[src/rtl/collision_pkg.sv]
// Shared types and constants for the multi-pipe collision scanner.
package collision_pkg;

  // Extra bits added to coordinates so edge-of-screen arithmetic stays signed and unwrapped.
  localparam int WIDEN = 2;

  typedef enum logic [1:0] {
    ST_IDLE  = 2'd0,
    ST_BOUND = 2'd1,
    ST_SCAN  = 2'd2,
    ST_DONE  = 2'd3
  } state_t;

  typedef enum logic [1:0] {
    HC_NONE  = 2'd0,
    HC_PIPE  = 2'd1,
    HC_FLOOR = 2'd2,
    HC_CEIL  = 2'd3
  } hit_cause_t;

  function automatic int idx_width(input int n);
    return (n > 1) ? $clog2(n) : 1;
  endfunction

endpackage

[src/rtl/pipe_overlap.sv]
// Combinational single-pipe overlap test on captured coordinates.
module pipe_overlap
  import collision_pkg::*;
#(
  parameter int COORD_W     = 10,
  parameter int BIRD_X      = 320,
  parameter int X_REACH     = 55,
  parameter int BIRD_HALF_H = 12,
  parameter int GAP_HALF    = 40
) (
  input  logic [COORD_W-1:0] bird_y,
  input  logic [COORD_W-1:0] pipe_x,
  input  logic [COORD_W-1:0] pipe_y,
  input  logic               valid,
  output logic               hit
);

  localparam int SW = COORD_W + WIDEN;
  localparam logic signed [SW-1:0] BX = SW'(BIRD_X);
  localparam logic signed [SW-1:0] XR = SW'(X_REACH);
  localparam logic signed [SW-1:0] BH = SW'(BIRD_HALF_H);
  localparam logic signed [SW-1:0] GH = SW'(GAP_HALF);

  logic signed [SW-1:0] by_s;
  logic signed [SW-1:0] px_s;
  logic signed [SW-1:0] py_s;
  logic signed [SW-1:0] dx;
  logic                 x_overlap;
  logic                 y_outside;

  always_comb begin
    by_s      = $signed({{WIDEN{1'b0}}, bird_y});
    px_s      = $signed({{WIDEN{1'b0}}, pipe_x});
    py_s      = $signed({{WIDEN{1'b0}}, pipe_y});
    dx        = px_s - BX;
    x_overlap = (dx <= XR) && (dx >= -XR);
    // Bird touches either lip of the gap.
    y_outside = ((by_s + BH) >= (py_s + GH)) || ((by_s - BH) <= (py_s - GH));
    hit       = valid && x_overlap && y_outside;
  end

endmodule

[src/rtl/collision_scan.sv]
// Per-frame collision scanner: captures bird and pipes, tests one pipe per clock, reports a registered verdict.
module collision_scan
  import collision_pkg::*;
#(
  parameter int NUM_PIPES   = 4,
  parameter int COORD_W     = 10,
  parameter int BIRD_X      = 320,
  parameter int X_REACH     = 55,
  parameter int BIRD_HALF_H = 12,
  parameter int GAP_HALF    = 40,
  parameter int FLOOR_Y     = 470,
  parameter int CEIL_Y      = 10,
  parameter int STICKY      = 1,
  localparam int IDX_W      = idx_width(NUM_PIPES)
) (
  input  logic                           Clk,
  input  logic                           Reset_n,
  input  logic                           frame_start,
  input  logic                           clear_hit,
  input  logic [COORD_W-1:0]             bird_y,
  input  logic [NUM_PIPES*COORD_W-1:0]   pipe_x,
  input  logic [NUM_PIPES*COORD_W-1:0]   pipe_y,
  input  logic [NUM_PIPES-1:0]           pipe_valid,
  output logic                           busy,
  output logic                           done,
  output logic                           hit,
  output logic [1:0]                     hit_cause,
  output logic [IDX_W-1:0]               hit_pipe,
  output logic                           overrun
);

  localparam int SW = COORD_W + WIDEN;
  localparam logic signed [SW-1:0] FLOOR_S = SW'(FLOOR_Y);
  localparam logic signed [SW-1:0] CEIL_S  = SW'(CEIL_Y);
  localparam logic [IDX_W-1:0]     LAST    = IDX_W'(NUM_PIPES - 1);

  state_t                       state_q, state_d;
  logic [IDX_W-1:0]             idx_q, idx_d;
  logic [COORD_W-1:0]           bird_y_q, bird_y_d;
  logic [NUM_PIPES*COORD_W-1:0] pipe_x_q, pipe_x_d;
  logic [NUM_PIPES*COORD_W-1:0] pipe_y_q, pipe_y_d;
  logic [NUM_PIPES-1:0]         valid_q, valid_d;
  logic                         floor_q, floor_d;
  logic                         ceil_q, ceil_d;
  logic                         scan_hit_q, scan_hit_d;
  logic [IDX_W-1:0]             scan_idx_q, scan_idx_d;
  logic                         busy_q, busy_d;
  logic                         done_q, done_d;
  logic                         hit_q, hit_d;
  hit_cause_t                   cause_q, cause_d;
  logic [IDX_W-1:0]             hit_pipe_q, hit_pipe_d;
  logic                         overrun_q, overrun_d;

  logic [COORD_W-1:0]   mux_x;
  logic [COORD_W-1:0]   mux_y;
  logic                 mux_valid;
  logic                 pipe_hit;
  logic signed [SW-1:0] by_s;
  hit_cause_t           final_cause;

  assign mux_x     = pipe_x_q[idx_q*COORD_W +: COORD_W];
  assign mux_y     = pipe_y_q[idx_q*COORD_W +: COORD_W];
  assign mux_valid = valid_q[idx_q];
  assign by_s      = $signed({{WIDEN{1'b0}}, bird_y_q});

  pipe_overlap #(
    .COORD_W    (COORD_W),
    .BIRD_X     (BIRD_X),
    .X_REACH    (X_REACH),
    .BIRD_HALF_H(BIRD_HALF_H),
    .GAP_HALF   (GAP_HALF)
  ) u_overlap (
    .bird_y(bird_y_q),
    .pipe_x(mux_x),
    .pipe_y(mux_y),
    .valid (mux_valid),
    .hit   (pipe_hit)
  );

  always_comb begin
    state_d     = state_q;
    idx_d       = idx_q;
    bird_y_d    = bird_y_q;
    pipe_x_d    = pipe_x_q;
    pipe_y_d    = pipe_y_q;
    valid_d     = valid_q;
    floor_d     = floor_q;
    ceil_d      = ceil_q;
    scan_hit_d  = scan_hit_q;
    scan_idx_d  = scan_idx_q;
    busy_d      = busy_q;
    done_d      = 1'b0;
    hit_d       = hit_q;
    cause_d     = cause_q;
    hit_pipe_d  = hit_pipe_q;
    overrun_d   = frame_start && (state_q != ST_IDLE);
    final_cause = HC_NONE;

    // A result update later in this block takes precedence over the clear.
    if (clear_hit) begin
      hit_d      = 1'b0;
      cause_d    = HC_NONE;
      hit_pipe_d = '0;
    end

    case (state_q)
      ST_IDLE: begin
        if (frame_start) begin
          bird_y_d = bird_y;
          pipe_x_d = pipe_x;
          pipe_y_d = pipe_y;
          valid_d  = pipe_valid;
          idx_d    = '0;
          busy_d   = 1'b1;
          state_d  = ST_BOUND;
        end
      end
      ST_BOUND: begin
        floor_d    = (by_s >= FLOOR_S);
        ceil_d     = (by_s <= CEIL_S);
        scan_hit_d = 1'b0;
        scan_idx_d = '0;
        idx_d      = '0;
        state_d    = ST_SCAN;
      end
      ST_SCAN: begin
        if (pipe_hit && !scan_hit_q) begin
          scan_hit_d = 1'b1;
          scan_idx_d = idx_q;
        end
        if (idx_q == LAST) begin
          state_d = ST_DONE;
          done_d  = 1'b1;
          if (floor_q)         final_cause = HC_FLOOR;
          else if (ceil_q)     final_cause = HC_CEIL;
          else if (scan_hit_d) final_cause = HC_PIPE;
          if ((STICKY == 0) || (final_cause != HC_NONE)) begin
            hit_d      = (final_cause != HC_NONE);
            cause_d    = final_cause;
            hit_pipe_d = (final_cause == HC_PIPE) ? scan_idx_d : '0;
          end
        end else begin
          idx_d = idx_q + 1'b1;
        end
      end
      ST_DONE: begin
        busy_d  = 1'b0;
        state_d = ST_IDLE;
      end
      default: state_d = ST_IDLE;
    endcase
  end

  always_ff @(posedge Clk) begin
    if (!Reset_n) begin
      state_q    <= ST_IDLE;
      idx_q      <= '0;
      bird_y_q   <= '0;
      pipe_x_q   <= '0;
      pipe_y_q   <= '0;
      valid_q    <= '0;
      floor_q    <= 1'b0;
      ceil_q     <= 1'b0;
      scan_hit_q <= 1'b0;
      scan_idx_q <= '0;
      busy_q     <= 1'b0;
      done_q     <= 1'b0;
      hit_q      <= 1'b0;
      cause_q    <= HC_NONE;
      hit_pipe_q <= '0;
      overrun_q  <= 1'b0;
    end else begin
      state_q    <= state_d;
      idx_q      <= idx_d;
      bird_y_q   <= bird_y_d;
      pipe_x_q   <= pipe_x_d;
      pipe_y_q   <= pipe_y_d;
      valid_q    <= valid_d;
      floor_q    <= floor_d;
      ceil_q     <= ceil_d;
      scan_hit_q <= scan_hit_d;
      scan_idx_q <= scan_idx_d;
      busy_q     <= busy_d;
      done_q     <= done_d;
      hit_q      <= hit_d;
      cause_q    <= cause_d;
      hit_pipe_q <= hit_pipe_d;
      overrun_q  <= overrun_d;
    end
  end

  assign busy      = busy_q;
  assign done      = done_q;
  assign hit       = hit_q;
  assign hit_cause = cause_q;
  assign hit_pipe  = hit_pipe_q;
  assign overrun   = overrun_q;

endmodule

[config.mk]
export PLATFORM = sky130hd
export DESIGN_NAME = collision_scan
export DESIGN_NICKNAME = d
export VERILOG_FILES = /design/src/rtl/collision_pkg.sv /design/src/rtl/pipe_overlap.sv /design/src/rtl/collision_scan.sv
export SDC_FILE = /design/constraint.sdc
export NUM_CORES = 1
export LEC_CHECK = 0
export ABC_AREA = 1
export CAP_MARGIN = 20
export CORE_ASPECT_RATIO = 1.25
export CORE_MARGIN = 2
export CORE_UTILIZATION = 40
export CTS_BUF_LIST = sky130_fd_sc_hd__clkbuf_8
export DETAILED_ROUTE_END_ITERATION = 8
export PLACE_DENSITY = 0.71
export SLEW_MARGIN = 30
export SYNTH_ARGS = -nofsm -noshare
export SYNTH_HDL_FRONTEND = slang
export SYNTH_SLANG_ARGS = --single-unit
[constraint.sdc]
create_clock -name Clk -period 7.75 [get_ports Clk]
set_input_delay 1.55 -clock Clk [delete_from_list [all_inputs] [get_ports Clk]]
set_output_delay 1.55 -clock Clk [all_outputs]
set_load 0.005 [all_outputs]
Yosys cells after proc, flatten, opt, wreduce, memory -nomap -nowiden
Cells that the tools add are included.

cells by class
  order comparisons = 7
  bitwise gates (word level) = 0
  shift-type cells = 2
  reductions and logical operators = 18
  muxes and demuxes = 34
  $mul = 1
  div/mod/pow operators = 0
  add/subtract/negate cells = 6
  equality and inequality tests = 8

operators with widths
  operator                 number
  $shiftx A40 B7 Y10       2
  $mux W2                  18
  $ge A12 B12 Y1           1
  $ge A12 B7 Y1 const B    1
  $le A12 B12 Y1           1
  $le A12 B7 Y1 const B    1
  $add A10 B4 Y11 const B  1
  $add A10 B6 Y11 const B  1
  $sub A10 B4 Y11 const B  1
  $sub A10 B6 Y11 const B  1
  $sub A10 B9 Y11 const B  1
  $ge A10 B9 Y1 const B    1
  $le A10 B4 Y1 const B    1
  $mux W1                  10
  $pmux W2 S4              1
  $reduce_and A2 Y1        4
  $reduce_bool A2 Y1       4
  $eq A2 B2 Y1 const B     3
  $ne A2 B2 Y1 const B     3
  $pmux W2 S3              1
  $logic_and A1 B1 Y1      5
  $mul A2 B3 Y5 const B    1
  $eq A2 B1 Y1 const B     2
  $pmux W1 S2              2
  9 further kinds          9

word-level totals
  memory bits (read-only) = 0
  memories = 0
  bits in registers = 111
  logic and storage cells = 92
  bits in latches = 0
  input port bits = 98
  output and inout bits = 8
  bits in writable memories = 0

Longest topological paths before layout
Gate-level depths: netlist (run 1).

  depth in word-level cells = 20
  gate-level depth with buffers = 25
  gate-level depth less buffers = 23

By module
A second synthesis (run 1) with hierarchy kept.

second synthesis, totals
  cells, all modules = 851
  area, all modules = 5840.6 sq um

by module, submodules not included
  module          area an instance (sq um)  instances  sequential area each (sq um)  cells each
  collision_scan  4643.2                    1          2222.1                        650
  pipe_overlap    1197.4                    1          0.0                           201

Worst setup path after synthesis (run 1)
OpenSTA, ideal clock, no wires.

  path type = reg-to-reg
  start point = reg idx_q[0]
  end point = reg hit_pipe_q[1], in the netlist hit_pipe[1]
  clock period less this slack = 3307 ps
  required time = 7684 ps
  path buffers = 2
  library setup time = 66 ps
  data arrival time = 3241 ps
  cell stages (with the launch flop) = 24
  slack = 4443 ps
  cells stage by stage = dfxtp_1 > inv_2 > buf_6 > buf_6 > nand2_1 > a32oi_1 > inv_1 > ha_1 > or2_2 > nand2_1 > nor3_1 > xor2_1 > ha_1 > nand2_1 > nor2_1 > and2_1 > nand2_1 > nand4_1 > nand4_1 > nand2_2 > nand3_1 > nand3_1 > nand2_1 > a21oi_2

between the ends
  word-level cells in the longest chain between the ends = 20
  elaborated cells between the ends (all ways) = 32
  those cells by class = 3 x add/sub; 1 x mul; 4 x order compare; 2 x eq/ne; 2 x shift; 14 x mux; 6 x reduce/logical

RTL lines
  what                                            RTL line                                    source
  start, declared                                 collision_scan.sv:38                        logic [IDX_W-1:0] idx_q, idx_d;
  start signal, assigned                          collision_scan.sv:174                       idx_q <= idx_d;
  $mul A2 B3 Y5                                   collision_scan.sv:61, collision_scan.sv:62
  $shiftx A40 B7 Y10                              collision_scan.sv:61                        assign mux_x = pipe_x_q[idx_q*COORD_W +: COORD_W];
  $sub A10 B9 Y11                                 pipe_overlap.sv:35                          dx = px_s - BX;
  $le A12 B7 Y1 or $ge A12 B7 Y1 (tied branches)  pipe_overlap.sv:36                          x_overlap = (dx <= XR) && (dx >= -XR);
  $logic_and A1 B1 Y1                             pipe_overlap.sv:36
  $logic_and A1 B1 Y1 (2 in a row)                pipe_overlap.sv:39                          hit = valid && x_overlap && y_outside;
  $logic_and A1 B1 Y1                             collision_scan.sv:127                       if (pipe_hit && !scan_hit_q) begin
  $mux W1                                         collision_scan.sv:127
  [3 not listed]                                  n/a
  $mux W2                                         collision_scan.sv:134                       if (floor_q) final_cause = HC_FLOOR;
  $mux W2                                         collision_scan.sv:131                       if (idx_q == LAST) begin
  $mux W2                                         collision_scan.sv:106                       case (state_q)
  $eq A2 B1 Y1                                    collision_scan.sv:140                       hit_pipe_d = (final_cause == HC_PIPE) ? scan_idx_d : '0;
  $mux W2                                         collision_scan.sv:140
  $mux W2                                         collision_scan.sv:137                       if ((STICKY == 0) || (final_cause != HC_NONE)) begin
  $mux W2 *                                       collision_scan.sv:131
  $mux W2 *                                       collision_scan.sv:106
  end signal, assigned                            collision_scan.sv:187                       hit_pipe_q <= hit_pipe_d;
  end, declared                                   collision_scan.sv:51                        logic [IDX_W-1:0] hit_pipe_q, hit_pipe_d;

Mark *: on every way between the ends. The rest lies on a longest branch, timed or not. The select of a mux whose other input is x is not followed.
A chain may end at the register's enable or synchronous reset.

Worst setup path after layout (run 1)
  start point = reg idx_q[1]
  end point = reg cause_q[0], in the netlist hit_cause[0]

between the ends
  word-level cells in the longest chain between the ends = 19
  elaborated cells between the ends (all ways) = 29
  those cells by class = 3 x add/sub; 1 x mul; 4 x order compare; 1 x eq/ne; 2 x shift; 12 x mux; 6 x reduce/logical

RTL lines
  what                                            RTL line                                    source
  $mul A2 B3 Y5                                   collision_scan.sv:61, collision_scan.sv:62
  $shiftx A40 B7 Y10                              collision_scan.sv:61
  $sub A10 B9 Y11                                 pipe_overlap.sv:35
  $le A12 B7 Y1 or $ge A12 B7 Y1 (tied branches)  pipe_overlap.sv:36
  $logic_and A1 B1 Y1                             pipe_overlap.sv:36
  $logic_and A1 B1 Y1 (2 in a row)                pipe_overlap.sv:39
  $logic_and A1 B1 Y1                             collision_scan.sv:127
  $mux W1                                         collision_scan.sv:127
  [2 not listed]                                  n/a
  $mux W2                                         collision_scan.sv:135                       else if (ceil_q) final_cause = HC_CEIL;
  $mux W2                                         collision_scan.sv:134
  $mux W2                                         collision_scan.sv:131
  $mux W2                                         collision_scan.sv:106
  $reduce_bool A2 Y1                              collision_scan.sv:137
  $mux W2                                         collision_scan.sv:137
  $mux W2 *                                       collision_scan.sv:131
  $mux W2 *                                       collision_scan.sv:106
  end signal, assigned                            collision_scan.sv:186                       cause_q <= cause_d;
  end, declared                                   collision_scan.sv:50                        hit_cause_t cause_q, cause_d;

Marked as above.

==> results.md, run 1 <==
* DP HPWL at around 10 mm
* Critical path data required time at 8060 ps
* DRC violations left at 0
* Htree depth at 3
* Drt total wl at roughly 14 mm
* Setup bufs post-CTS at 0
* Sequential share of power at 0.326
* Yosys cell types at 39
* Routed Antenna Nets at 0
* CTS max path bufs at 2
* Total GRT Usage at 0.183
* Resize count post-CTS at 0
* Initial DRT Pass Iterations at 5
* Async set-reset flop share out of synthesis at 0
* Port bufs at between 100 and 150
* Achievable clock frequency at ~250 MHz
* Pwr Total at between 2 and 3 mW
* Vias at approximately 5200
* Synth Flop Type: dfxtp_1
* Yosys warns at 0
* Crit Path Category: reg2reg
* Ports at between 100 and 150
* GPL Wtd Cong at just under 0.9
* Clock Power Share at 0.153
* Critical Path Most Common Cell: nand2_1
* NetSw at 1.13 mW
* Sequential-to-total area share from yosys stat at 0.391
* Reg-to-Reg Start: idx_q[1]
* Sw Share at 0.441
* Layout area overhead at 23.3%
* NumNets Final at between 1000 and 1500
* Max Cap Viol at 0
* DR vias/cell at around 5
* Ant diodes at 0
* Logic pwr share at 0.521
* Hold Crit Class: reg2reg
* Vias in the first global route at around 4900
* Reg2Reg Capture Point: hit_cause[0]
* CP Capture Type: flop
* Hold slack at 462 ps
* First-pass GRT wire length at 22.8 mm
* CTS buffer count at 9
* R2R cell count at 20
* Hold Vio Cnt, Final at 0
* Mapped cell area at 5690 sq um
* Commonest non-fill, non-tap cells in the layout: nor2_1 (178), nand2_1 (130), dfxtp_1 (111), o21ai_0 (109), clkdlybuf4s50_1 (104)
* Initial Utilization at 0.410
* Initial antenna violation count at 0
* Largest net degree at the start of global routing at 105
* RSZ-0062 raised after global routing: no
* Fin util at 0.506
* Syn_nets at approximately 940
* Crit share post-route at 0.509
* R2R Setup Slk at around 3800 ps
* Final setup fails at 0
* Post-Syn Instances at slightly above 800
* Worst-margin pin slew at 782 ps
* Max stage delay on crit path at between 600 and 700 ps
* Die area at ~15000 sq um
* Fraction of layout cells with a size suffix above 1 at 0.0478
* Leak Pwr at about 3.0 nW
* Crit path time final at between 3000 and 4000 ps
* PwrDens at approximately 360 nW/um^2
* Clock latency at the later pin of the worst-skew pair at approximately 380 ps
* DRT iter0 DRCs at 273
* Arrival time worst endpoint at 4260 ps
* Critical Path End: hit_cause[0]
* Core footprint at about 14000 sq um
* Crit Path Max Fanout at 28
* Worst Setup SP: idx_q[1]
* #FFs+latches synth at ~110
* Clock Skews at about 8.6 ps
* Hold_buf cts at 0
* Rel. slew slack at 0.479
* Grt total ovfl at 0
* Drt wl/cell at between 10 and 15 microns
* Clock-pin slew on the worst setup and hold paths at approximately 110 ps
* P_int at around 1.4 mW
* Die width at about 110 microns
* Die Y at 137 microns
* Post-synth EDFFs at 0
* # rows at 48
* CP max-delay cell: dfxtp_1
* Sink Count at between 100 and 150
* Cell Chain, Critical Path: inv_2, a32oi_1, inv_1, ha_1, or2_2, nand2_1, nor3_1, xor2_1, ha_1, nand2_1, nor2_1, and2_1, nand2_1, nand4_1, nand4_1, nand2_2, nand3_1, nand3_1, nand2_1, a21oi_1
* Setup crit start kind: flop
* Max rail drop VDD at 0.193 mV
* Outcome: completed
* Slew Viols, Final at 0
* Average size of a mapped cell at 6.98 sq um
* TNS Setup at 0 ps
* CTS tree: built
* # fillers at roughly 1400
* Commonest non-fill, non-tap cell in the layout: nor2_1
* Clock root cell: clkbuf_8
cells in the mapped netlist (3+ instances only):
| cell | count | area share |
|---|---|---|
| nor2_1 | 178 | 0.12 |
| nand2_1 | 131 | 0.086 |
| dfxtp_1 | 111 | 0.39 |
| o21ai_0 | 109 | 0.096 |
| inv_1 | 67 | 0.044 |
| a21oi_1 | 49 | 0.043 |
| ha_1 | 30 | 0.066 |
| nand3_1 | 29 | 0.026 |
| clkbuf_1 | 28 | 0.018 |
| xor2_1 | 14 | 0.022 |
| nand4_1 | 9 | 0.0099 |
| nor3_1 | 8 | 0.0070 |
| buf_6 | 4 | 0.0079 |
| inv_2 | 4 | 0.0026 |
| a32oi_1 | 3 | 0.0046 |
| a32oi_2 | 3 | 0.0086 |
| buf_1 | 3 | 0.0020 |
| buf_4 | 3 | 0.0040 |
| nand2_2 | 3 | 0.0033 |
| nand3b_1 | 3 | 0.0040 |
stage by stage:
stage	area, sq um	std cells	setup WS, ps
final	7010	1075	3800
after global routing	7010	1075	3330
after CTS	7010	1075	3770
after detailed placement	6800	1059	3780
after global placement	6800	1059	3890
after floorplan	5690	815	4440
power groups by stage:
stage               Combinational [mW]  Sequential, mW  Clock (mW)
floorplan                         1.05           0.809           0
global placement                  1.30           0.841           0
detailed placement                1.33           0.844           0
CTS                               1.33           0.831       0.396
global route                      1.53           0.854       0.420
finish                            1.33           0.831       0.391
critical path: cells and delay by family (launching register included):
kind                       cells  cell delay, ps
xor gates and xnor gates       1             160
DFF                            1             610
and+or+nand+nor               13            1530
buffers and inverters          2             460
adders and majority gates      2             510
AOI/OAI and AO/OA              2             580
cell type report:
class                           instances  area (sq um)  share of cell area
Clock buffer                            9           124              0.0177
Clock inverter                          7          93.8              0.0134
Inverter                               71           267              0.0380
Multi-Input combinational cell        593          3010               0.430
Sequential cell                       111          2220               0.317
Tap cell                              175           219              0.0312
Timing Repair Buffer                  109          1080               0.153
worst min-delay path by stage:
stage | startpoint | end | slack [ps] | cells past startpoint
3_5_place_dp | pipe_x_q[27] | pipe_x_q[27] | 450 | 2
3_3_place_gp | pipe_x_q[7] | pipe_x_q[7] | 440 | 2
4_1_cts | pipe_x_q[7] | pipe_x_q[7] | 470 | 2
2_1_floorplan | pipe_x_q[0] | pipe_x_q[0] | 430 | 2
6_report | pipe_x_q[7] | pipe_x_q[7] | 460 | 2
5_1_grt | pipe_x_q[7] | pipe_x_q[7] | 490 | 2
logic make-up (layout without fill, tap and decap cells):
kind of cell	count (synthesis)	count (layout)	share of synthesized area
AO/OA/AOI/OAI	177	177	0.172
XOR/XNOR	16	16	0.0246
adder cells (fa/ha/maj)	30	30	0.0660
buffers and inverters	111	196	0.0809
flip-flops	111	111	0.391
AND/OR/NAND/NOR	370	370	0.266
per-layer routing:
metal	GRT usage	wire [microns]	up-vias	share of wire
met3	0.0321	531	17	0.039
met4	0.0674	294	0	0.022
li1	-	-	2795	-
met1	0.235	6380	2328	0.47
met5	0	0	-	0
met2	0.310	6440	103	0.47
sequential cells by signal, indices dropped and copies added, names as in the netlist:
| name | count |
|---|---|
| pipe_x_q | 40 |
| pipe_y_q | 40 |
| bird_y_q | 10 |
| valid_q | 4 |
| hit_cause | 2 |
| hit_pipe | 2 |
| idx_q | 2 |
| scan_idx_q | 2 |
| state_q | 2 |
| busy | 1 |
| ceil_q | 1 |
| done | 1 |
| floor_q | 1 |
| hit | 1 |
| overrun | 1 |
| scan_hit_q | 1 |
Power figures use the tool's default switching activity.
==> inputs of run 2 (changes only) <==
Clock period 7.75 ns to 4 ns, I/O delays scaled along.
==> results.md, run 2 (same netlist as run 1, synthesis figures left out) <==
* Setup crit start kind: flop
* Initial antenna violation count at 0
* Hold worst-path end: pipe_x_q[12]
* Vias in the first global route at about 5000
* DP HPWL at roughly 10 mm
* Sequential share of power at 0.326
* Setup bufs post-CTS at 0
* Place WS at roughly 420 ps
* Total GRT Usage at 0.184
* Die area at 15200 sq um
* Port bufs at about 110
* CP max-delay cell: dfxtp_1
* Slew Viols, Final at 0
* Fraction of layout cells with a size suffix above 1 at 0.0520
* Ant diodes at 0
* Achievable clock frequency at between 200 and 300 MHz
* Max stage delay on crit path at roughly 420 ps
* Htree depth at 3
* CTS max path bufs at 2
* Grt total ovfl at 0
* TNS Setup at 0 ps
* Commonest non-fill, non-tap cell in the layout: nor2_1
* Initial DRT Pass Iterations at 4
* Core footprint at ~14000 sq um
* RSZ-0062 raised after global routing: no
* Final WS setup at approximately 490 ps
* Vias at between 5000 and 6000
* R2R Setup Slk at between 400 and 500 ps
* Hold Crit Class: reg2reg
* Clock Power Share at 0.143
* NetSw at between 2 and 2.5 mW
* Ports at between 100 and 150
* Sink Count at around 110
* Largest regs: pipe_x_q (40), pipe_y_q (40), bird_y_q (10)
* P_int at between 2 and 3 mW
* Crit Path Max Fanout at 10
* PwrDens at ~700 nW/um^2
* Max Cap Viol at 0
* Leak Pwr at about 3.0 nW
* R2R cell count at 21
* Clock latency at the later pin of the worst-skew pair at about 380 ps
* Worst-margin pin slew at between 600 and 700 ps
* Clock root cell: clkbuf_8
* CTS buffer count at 9
* Layout area overhead at 24.1%
* Critical Path Most Common Cell: nand2_1
* Die Y at 137 microns
* Reg2Reg Capture Point: hit_pipe[1]
* Logic pwr share at 0.531
* DRC violations left at 0
* Critical path data required time at around 4300 ps
* Hold Vio Cnt, Final at 0
* Hold path cells at 2
* Initial Utilization at 0.410
* Reg-to-Reg Start: idx_q[0]
* DRT iter0 DRCs at approximately 290
* Crit share post-route at 0.878
* Arrival time worst endpoint at ~3800 ps
* Max rail drop VDD at approximately 0.26 mV
* Hold wc startpoint: pipe_x_q[12]
* Sw Share at 0.445
* CTS tree: built
* Cell Chain, Critical Path: inv_2, nand2_1, a32oi_1, inv_1, ha_1, or2_2, nand2_1, nor3_1, xor2_1, ha_1, nand2_1, nor2_1, and2_1, nand2_1, nand4_1, nand4_1, nand2_2, nand3_1, nand3_1, nand2_1, a21oi_2
* Die width at 111 microns
* DR vias/cell at roughly 5
* Rel. slew slack at 0.555
* # rows at 48
* Final std cells w/o fill at around 1100
* Largest net degree at the start of global routing at between 70 and 80
* Clock Skews at approximately 15 ps
* Routed Antenna Nets at 0
* Commonest non-fill, non-tap cells in the layout: nor2_1 (178), nand2_1 (130), dfxtp_1 (111), o21ai_0 (109), clkdlybuf4s50_1 (104)
* GPL Wtd Cong at a little over 0.9
* Crit Path Category: reg2reg
* First-pass GRT wire length at roughly 23 mm
* Drt wl/cell at 13.0 microns
* Drt total wl at 14.0 mm
* Outcome: completed
* Final setup fails at 0
* Placed Instances at ~1100
* Crit path time final at 3510 ps
* NumNets Final at between 1000 and 1500
* CP Capture Type: flop
* Clock-pin slew on the worst setup and hold paths at approximately 110 ps
run 2: cell count changes in the layout (fill, tap and decap cells not counted), sizes merged:
cell      delta
buf          +3
bufinv       -1
clkbuf       +1
clkinvlp     +1
inv          -1
run 2: cell type report:
type	instances	area, sq um
clock buffer	10	138
clock inverter	6	70.1
fill	1383	6810
inverter	71	267
multi-input combinational	593	3020
sequential	111	2220
tap	175	219
timing repair buffer	112	1120
run 2: critical path, delay by kind of cell (launching register included):
| family | cells | cell delay (ps) |
|---|---|---|
| xor+xnor | 1 | 160 |
| simple gates | 14 | 1680 |
| flops | 1 | 420 |
| compound gates | 2 | 420 |
| fa+ha+maj | 2 | 520 |
| buf+inv | 2 | 280 |
run 2: metal layers:
layer,global-route usage,up-vias,share of wire
li1,-,2805,-
met1,0.238,2370,0.46
met2,0.318,120,0.49
met3,0.0290,10,0.040
met4,0.0563,0,0.010
met5,0,-,0
run 2: through the flow:
| stage | area [sq um] | utilization | total power [mW] | hold WS [ps] |
|---|---|---|---|---|
| floorplan | 5690 | - | 3.61 | 429 |
| global placement | 6840 | 0.493 | 4.20 | 438 |
| detailed placement | 6840 | 0.493 | 4.25 | 441 |
| CTS | 7050 | 0.508 | 4.96 | 457 |
| global route | 7060 | 0.509 | 5.45 | 479 |
| finish | 7060 | 0.509 | 4.93 | 456 |
run 2: worst max-delay path by stage:
stage,slack (ps),to,start,cells past startpoint
after floorplan,690,hit_pipe[1],idx_q[0],23
after global placement,520,hit_pipe[1],idx_q[0],21
after detailed placement,420,hit_pipe[1],idx_q[0],21
after CTS,380,hit_pipe[1],idx_q[0],21
after global routing,170,hit_cause[0],idx_q[0],21
final,490,hit_pipe[1],idx_q[0],21
run 2: timing repair:
action / 4_1_cts / 5_1_grt
resized for setup: 0 / 1
hold buffers: 0 / 0
endpoints found under the setup margin: 0 / 2
run 2: power by group through the flow:
| stage | clock [mW] | combinational [mW] | sequential, mW |
|---|---|---|---|
| 2_1_floorplan | 0 | 2.04 | 1.57 |
| 3_3_place_gp | 0 | 2.58 | 1.62 |
| 3_5_place_dp | 0 | 2.62 | 1.63 |
| 4_1_cts | 0.726 | 2.63 | 1.61 |
| 5_1_grt | 0.765 | 3.04 | 1.65 |
| 6_report | 0.707 | 2.62 | 1.61 |
==> inputs of run 3 (changes only) <==
Clock period 4 ns to 3.6 ns, I/O delays scaled along.
==> results.md, run 3 (same netlist as run 1, synthesis figures left out) <==
* Initial DRT Pass Iterations at 4
* Port bufs at 105
* R2R Setup Slk at between 300 and 400 ps
* First-pass GRT wire length at 23.4 mm
* Initial antenna violation count at 0
* Htree depth at 3
* Die Y at about 140 microns
* Register area at between 2000 and 2500 sq um
* # fillers at 1391
* GPL Wtd Cong at 0.909
* Delay-heaviest family, CP: simple AND/OR/NAND/NOR gates
* Vias at 5288
* Crit Path Category: reg2reg
* Buf+Inv Stages, Crit Path at 1
* Max rail drop VDD at 0.345 mV
* Crit Path Max Fanout at 10
* Crit path time final at 3260 ps
* Critical path data required time at about 4000 ps
* Reg-to-Reg Start: idx_q[0]
* Clock Skews at between 7 and 8 ps
* Largest net degree at the start of global routing at slightly below 80
* Layout area overhead at 24.5%
* PwrDens at between 700 and 800 nW/um^2
* Slew Viols, Final at 0
* Ports at 106
* Clock latency at the later pin of the worst-skew pair at between 300 and 400 ps
* Arrival time worst endpoint at between 3000 and 4000 ps
* DRC violations left at 0
* Commonest non-fill, non-tap cell in the layout: nor2_1
* Drt total wl at about 14 mm
* Hold slack at ~460 ps
* Hold path cells at 2
* Leak Pwr at roughly 3.0 nW
* Worst-margin pin slew at between 600 and 700 ps
* CP Capture Type: flop
* CTS max path bufs at 2
* Clock-pin slew on the worst setup and hold paths at about 100 ps
* Initial Utilization at 0.410
* # rows at 48
* Outcome: completed
* Max stage delay on crit path at 450 ps
* Place WS at about 160 ps
* Hold wc startpoint: pipe_x_q[27]
* Area occupied by multi-input gates at around 3000 sq um
* Max Cap Viol at 0
* Clock root cell: clkbuf_8
* Drt wl/cell at ~13 microns
* Die width at ~110 microns
* NumNets Final at ~1000
* DR vias/cell at just under 5
* Achievable clock frequency at 306 MHz
* Hold_buf cts at 0
* Vias in the first global route at ~5000
* Hold Vio Cnt, Final at 0
* Reg2Reg Capture Point: hit_cause[0]
* Grt total ovfl at 0
* Largest regs: pipe_x_q (40), pipe_y_q (40), bird_y_q (10)
* DP HPWL at between 10 and 15 mm
* CTS buffer count at 9
* Sink Count at between 100 and 150
* Rel. slew slack at 0.589
* DRT iter0 DRCs at between 200 and 250
* CP max-delay cell: dfxtp_2
* R2R cell count at 20
* Ant diodes at 0
* Hold Crit Class: reg2reg
* Fraction of layout cells with a size suffix above 1 at 0.0595
* Cell Chain, Critical Path: nand2_1, a32oi_2, inv_1, ha_1, or2_2, nand2_1, nor3_1, xor2_1, ha_1, nand2_1, nor2_2, and2_1, nand2_1, nand4_1, nand4_1, nand2_2, nand3_1, nand3_2, nand2_1, a21oi_1
* Routed Antenna Nets at 0
* Die area at 15200 sq um
* Final WS setup at ~340 ps
* Critical Path Most Common Cell: nand2_1
* Total GRT Usage at 0.188
* Hold worst-path end: pipe_x_q[27]
* Setup crit start kind: flop
* Commonest non-fill, non-tap cells in the layout: nor2_1 (177), nand2_1 (130), dfxtp_1 (110), o21ai_0 (109), clkdlybuf4s50_1 (104)
* CTS tree: built
* Core footprint at between 10000 and 15000 sq um
* Final setup fails at 0
* Crit share post-route at 0.906
## run 3: worst register-to-register path: stages, from the launching register on
cell	delay, ps
dfxtp_2	450
nand2_1	90
a32oi_2	250
inv_1	110
ha_1	210
or2_2	300
nand2_1	100
nor3_1	60
xor2_1	160
ha_1	300
nand2_1	70
nor2_2	120
and2_1	140
nand2_1	50
nand4_1	60
nand4_1	200
nand2_2	140
nand3_1	100
nand3_2	110
nand2_1	60
a21oi_1	110
## run 3: worst max path at each step
stage / startpoint / to / slack, ps / depth (start not counted)
floorplan: idx_q[0] / hit_pipe[1] / 290 / 23
global placement: idx_q[0] / hit_pipe[1] / 290 / 20
detailed placement: idx_q[0] / hit_cause[0] / 160 / 20
CTS: idx_q[0] / hit_cause[0] / 130 / 20
global route: idx_q[0] / hit_cause[0] / -50 / 20
finish: idx_q[0] / hit_cause[0] / 340 / 20
## run 3: layout make-up
class                           instances  area share
Inverter                               71      0.0383
Multi-Input combinational cell        593       0.429
Clock buffer                            9      0.0175
Sequential cell                       111       0.314
Clock inverter                          5     0.00725
Timing Repair Buffer                  118       0.163
Tap cell                              175      0.0309
## run 3: repair_timing
action	CTS	global route
setup buffers	0	0
resized for setup	0	7
setup endpoints to repair	0	8
## run 3: layer usage
metal	share of wire	track usage	vias to the layer above
li1	-	-	2807
met1	0.47	0.239	2360
met2	0.47	0.318	99
met3	0.037	0.0295	22
met4	0.023	0.0840	0
met5	0	0	-
## run 3: where the power goes
part | internal [mW] | leakage (nW) | switching, mW
logic | 1.16 | 1.97 | 1.81
clock network | 0.311 | 0.0979 | 0.413
registers | 1.57 | 0.917 | 0.226
total | 3.05 | 2.99 | 2.45
## run 3: through the flow
stage                     power, mW  cell area, sq um  instances  utilization  TNS (ps)
after CTS                      5.49              7050       1082        0.508         0
after detailed placement       4.75              6880       1068        0.496         0
final                          5.50              7080       1082        0.510         0
after global placement         4.69              6880       1068        0.496         0
after floorplan                4.01              5690        815            -         0
after global routing           6.05              7080       1082        0.510     -87.7
==> patch 1, RTL diff (config.mk and constraints of run 1) <==
Set the parameter `NUM_PIPES` to 8 (it was 4).
--- a/src/rtl/collision_scan.sv
+++ b/src/rtl/collision_scan.sv
@@ -2,7 +2,7 @@
 module collision_scan
   import collision_pkg::*;
 #(
-  parameter int NUM_PIPES   = 4,
+  parameter int NUM_PIPES   = 8,
   parameter int COORD_W     = 10,
   parameter int BIRD_X      = 320,
   parameter int X_REACH     = 55,
Ports: changed (resized hit_pipe, pipe_valid, pipe_x and pipe_y); port bits go from 106 to 191. No check against the original RTL was run, so the function may have changed too.
==> patch 1 against run 1 <==
- power is 49% higher
- design area is 68% higher
- synthesized cell count is 68% higher
- wire length is 90% higher
- combinational power is 29% higher
- sequential cell count is 87 higher
- count of clock-buffer cells in the layout is 11 higher
- setup slack worse by 0.64 ns
- synthesized area is 66% higher
- critical path type unchanged
- largest power group unchanged
==> patch 1: results (changes against run 1) <==
===================================================================================
Final worst hold slack                                                     0.458 ns   was 0.462 ns
Number of distinct library cells after synthesis                                 38   was 39
Largest net degree at the start of global routing                               129   was 105
Leak pwr                                                                    4.91 nW   was 2.96 nW
Skew final                                                                0.0148 ns   was 0.00861 ns
Least-Margin Pin Slew                                                      0.942 ns   was 0.782 ns
Number of nets in the layout                                                   1712   was 1023
Layout cells sized above 1                                                    3.97%   was 4.78%
Total met2 wirelength after detailed routing                                12.3 mm   was 6.44 mm
Antenna violations before repair                                                  1   was 0
Met3 capacity usage during global routing                                     3.33%   was 3.21%
Worst skew pair latency                                                     0.47 ns   was 0.38 ns
Wire length of the first global-routing pass                                41.3 mm   was 22.8 mm
Highest fanout seen on the critical path                                         23   was 28
Status                                                                 finished, final reports clean   unchanged
Worst setup slack for register-to-register paths                            3.16 ns   was 3.80 ns
Iteration-0 DRC Markers                                                         774   was 273
Number of vias per cell after detailed routing                                 5.06   was 4.88
Routed metal-1 wire length                                                  11.7 mm   was 6.38 mm
Most area-consuming cells after synthesis                              sky130_fd_sc_hd__dfxtp_1 42%, sky130_fd_sc_hd__nor2_1 13%, sky130_fd_sc_hd__o21ai_0 12%   was sky130_fd_sc_hd__dfxtp_1 39%, sky130_fd_sc_hd__nor2_1 12%, sky130_fd_sc_hd__o21ai_0 9.6%
Post-synthesis average cell area                                         6.89 sq um   was 6.98 sq um
CTS clock-pin slew for the worst setup and hold paths                       0.09 ns   was 0.11 ns
Clock buffers created by TritonCTS                                               17   was 9
Port buffer count                                                               190   was 105
Biggest registers after layout                                         pipe_x_q: 80 flops, pipe_y_q: 80 flops, bird_y_q: 10 flops   was pipe_x_q: 40 flops, pipe_y_q: 40 flops, bird_y_q: 10 flops
Data arrival time of the critical path                                      4.99 ns   was 4.26 ns
Post-detailed-placement half-perimeter wirelength                           18.1 mm   was 10.1 mm
Top cell types by occurrence after synthesis                           337 x sky130_fd_sc_hd__nor2_1, 224 x sky130_fd_sc_hd__o21ai_0, 198 x sky130_fd_sc_hd__dfxtp_1   was 178 x sky130_fd_sc_hd__nor2_1, 131 x sky130_fd_sc_hd__nand2_1, 111 x sky130_fd_sc_hd__dfxtp_1
Number of global-route vias before repair                                      8338   was 4946
Number of H-tree levels                                                           4   was 3
Detail Route met3 WL                                                        1.19 mm   was 531 um
DP Cell Count                                                                  1768   was 1059
Filler cell count                                                              2295   was 1410
Worst path max stage delay                                                  0.78 ns   was 0.61 ns
Total nets after synthesis                                                     1586   was 943
Count of placed standard cells in the final layout, fillers left out           1801   was 1075
Final GP Congestion                                                           0.878   about the same
Total global routing track utilization                                        20.7%   was 18.3%
===================================================================================
## patch 1: changes by cell type after synthesis, moves of 14 or more
cell                              run 1  this run
sky130_fd_sc_hd__clkbuf_1            28        63
sky130_fd_sc_hd__nor2_1             178       337
sky130_fd_sc_hd__nand2_1            131       154
sky130_fd_sc_hd__inv_1               67       113
sky130_fd_sc_hd__dfxtp_1            111       198
sky130_fd_sc_hd__o22ai_1              1        15
sky130_fd_sc_hd__a21oi_1             49        78
sky130_fd_sc_hd__nand3_1             29        57
sky130_fd_sc_hd__o21ai_0            109       224
## patch 1: cells by family (layout without fill, tap and decap cells)
group	after synthesis	in the layout	synth area share, %
adders and majority gates	31	31	4.10
buffers and inverters	208	347	9.20
xor gates and xnor gates	16	16	1.48
AOI/OAI and AO/OA	346	346	19.1
other	0	1	0
and+or+nand+nor	574	574	24.2
DFF	198	198	41.9
## patch 1: report_power, final
part	internal [mW]	switching, mW	leakage [nW]
combinational	0.628	1.09	3.07
sequential	1.29	0.130	1.64
clock	0.285	0.375	0.196
## patch 1: final timing paths
path	startpoint	end	cells past startpoint
worst max register to register	idx_q[2]	hit_pipe[1]	20
worst min-delay path	pipe_x_q[13]	pipe_x_q[13]	2
worst max-delay path	idx_q[2]	hit_pipe[1]	20
worst min register to register	pipe_x_q[13]	pipe_x_q[13]	2
## patch 1: layout make-up
type	instances	area (sq um)	area share, %
flip-flops and latches	198	3970	33.7
repair buffers	194	1940	16.5
inverters	121	462	3.93
diodes	1	2.50	0.0213
multi-input cells	967	4640	39.5
clock inverters	12	116	0.990
well taps	288	360	3.06
clock buffers	20	275	2.34
## patch 1: per-stage QoR
stage                     setup WS (ns)  util (%)
after global placement             3.15      49.1
after floorplan                    4.37         -
after CTS                          3.12      50.8
after detailed placement           3.15      49.1
after global routing               2.78      50.9
final                              3.16      50.9
==> patch 2, RTL diff (flow settings as in run 1) <==
Made on the original files. Make the reset (`Reset_n`) asynchronous in one clocked block.
--- a/src/rtl/collision_scan.sv
+++ b/src/rtl/collision_scan.sv
@@ -151,7 +151,7 @@
     endcase
   end
 
-  always_ff @(posedge Clk) begin
+  always_ff @(posedge Clk or negedge Reset_n) begin
     if (!Reset_n) begin
       state_q    <= ST_IDLE;
       idx_q      <= '0;
Formal check against the unedited RTL: differs if Reset_n is asserted again (counterexample within 4 cycles, from zero or initial values and one cycle with Reset_n low); with Reset_n held inactive, the same outputs for 4 cycles.
==> patch 2 against run 1 <==
- die area up 6.0%
- via count fell by 1.7%
- synthesized area grew 6.2%
- setup slack better by 0.17 ns
- design area rose by 5.1%
- wire length increased by 3.6%
- power increased by 19%
- critical path type unchanged
- sequential cell count unchanged
- non-clock buffer count unchanged
- highest routed layer unchanged
==> patch 2: results (changes against run 1) <==
====================================================================================
Iteration-0 DRC Markers                                                          398   was 273
Area added between synthesis and finish                                        22.0%   was 23.3%
Status                                                                  finished, final reports clean   unchanged
Total met2 wirelength after detailed routing                                 7.00 mm   was 6.44 mm
Data arrival time of the critical path                                       4.06 ns   was 4.26 ns
Non-clock inverter instance count of the final layout                             58   was 71
Fraction of area in registers                                                  37.7%   was 31.7%
Layout cells sized above 1                                                     4.67%   was 4.78%
Filler cell count                                                               1469   was 1410
Pwr dens                                                                 411 mW/mm^2   was 363 mW/mm^2
Highest fanout seen on the critical path                                          26   was 28
Compound-gate portion of the synthesized area                                  5.76%   was 17.2%
Total global routing track utilization                                         18.2%   was 18.3%
Highest ir drop seen on vdd                                               0.000170 V   was 0.000193 V
Post-placement setup slack                                                   3.60 ns   was 3.78 ns
Final GP Congestion                                                            0.861   was 0.878
Post-synthesis share of cell area spent on xor and xnor gates                  2.61%   was 2.46%
Most area-consuming cells after synthesis                               sky130_fd_sc_hd__dfrtp_1 46%, sky130_fd_sc_hd__nand2_1 25%, sky130_fd_sc_hd__ha_1 6.2%   was sky130_fd_sc_hd__dfxtp_1 39%, sky130_fd_sc_hd__nor2_1 12%, sky130_fd_sc_hd__o21ai_0 9.6%
Period minus WS final                                                        3.78 ns   was 3.95 ns
Worst setup slack for register-to-register paths                             3.97 ns   was 3.80 ns
Clk cell area share                                                            2.50%   was 3.10%
#MultiIn Comb                                                                    606   was 593
Routed wire length                                                           14.1 mm   was 13.6 mm
Detailed Routing Iterations Pass 1                                                 4   was 5
Clock buffer cells                                                                11   was 9
Leak pwr                                                                     3.85 nW   was 2.96 nW
Prevailing post-synth register cell                                     sky130_fd_sc_hd__dfrtp_1   was sky130_fd_sc_hd__dfxtp_1
Non-clock buffer area fraction after layout                                    14.6%   was 15.3%
Proportion of synthesized flip-flops having asynchronous set or reset           100%   was 0%
Number of standard cells after synthesis                                         807   was 815
Total nets after synthesis                                                       935   was 943
Critical Path Slowest Stage Cell                                        sky130_fd_sc_hd__dfrtp_1   was sky130_fd_sc_hd__dfxtp_1
Wire length of the first global-routing pass                                 23.4 mm   was 22.8 mm
Largest net degree at the start of global routing                                 87   was 105
Area used by multi-input combinational logic                            0.00289 sq mm   was 0.00301 sq mm
Count of placed standard cells in the final layout, fillers left out            1082   was 1075
====================================================================================
[patch 2: where the power goes]
| group | total (mW) | internal (mW) | switching, mW |
|---|---|---|---|
| logic | 1.70 | 0.654 | 1.04 |
| clock network | 0.336 | 0.135 | 0.201 |
| registers | 0.995 | 0.831 | 0.164 |
[patch 2: worst max-delay path, delay by kind of cell, from the launching register on]
family                   cells  cell delay [ns]
AO/OA/AOI/OAI                3             0.49
XOR/XNOR                     1             0.14
adder cells (fa/ha/maj)      2             0.49
buffers and inverters        2             0.43
flip-flops                   1             0.66
AND/OR/NAND/NOR             14             1.44
[patch 2: kinds of logic after synthesis]
logic type	after synthesis
AND/OR/NAND/NOR	500
flip-flops	111
buffers and inverters	90
AO/OA/AOI/OAI	58
adder cells (fa/ha/maj)	30
XOR/XNOR	18
[patch 2: layer usage]
metal  global-route usage [%]  vias up
met1                     25.0     2356
met5                        0        -
li1                         -     2686
met3                     2.22       10
met4                     5.52        0
met2                     30.3      100
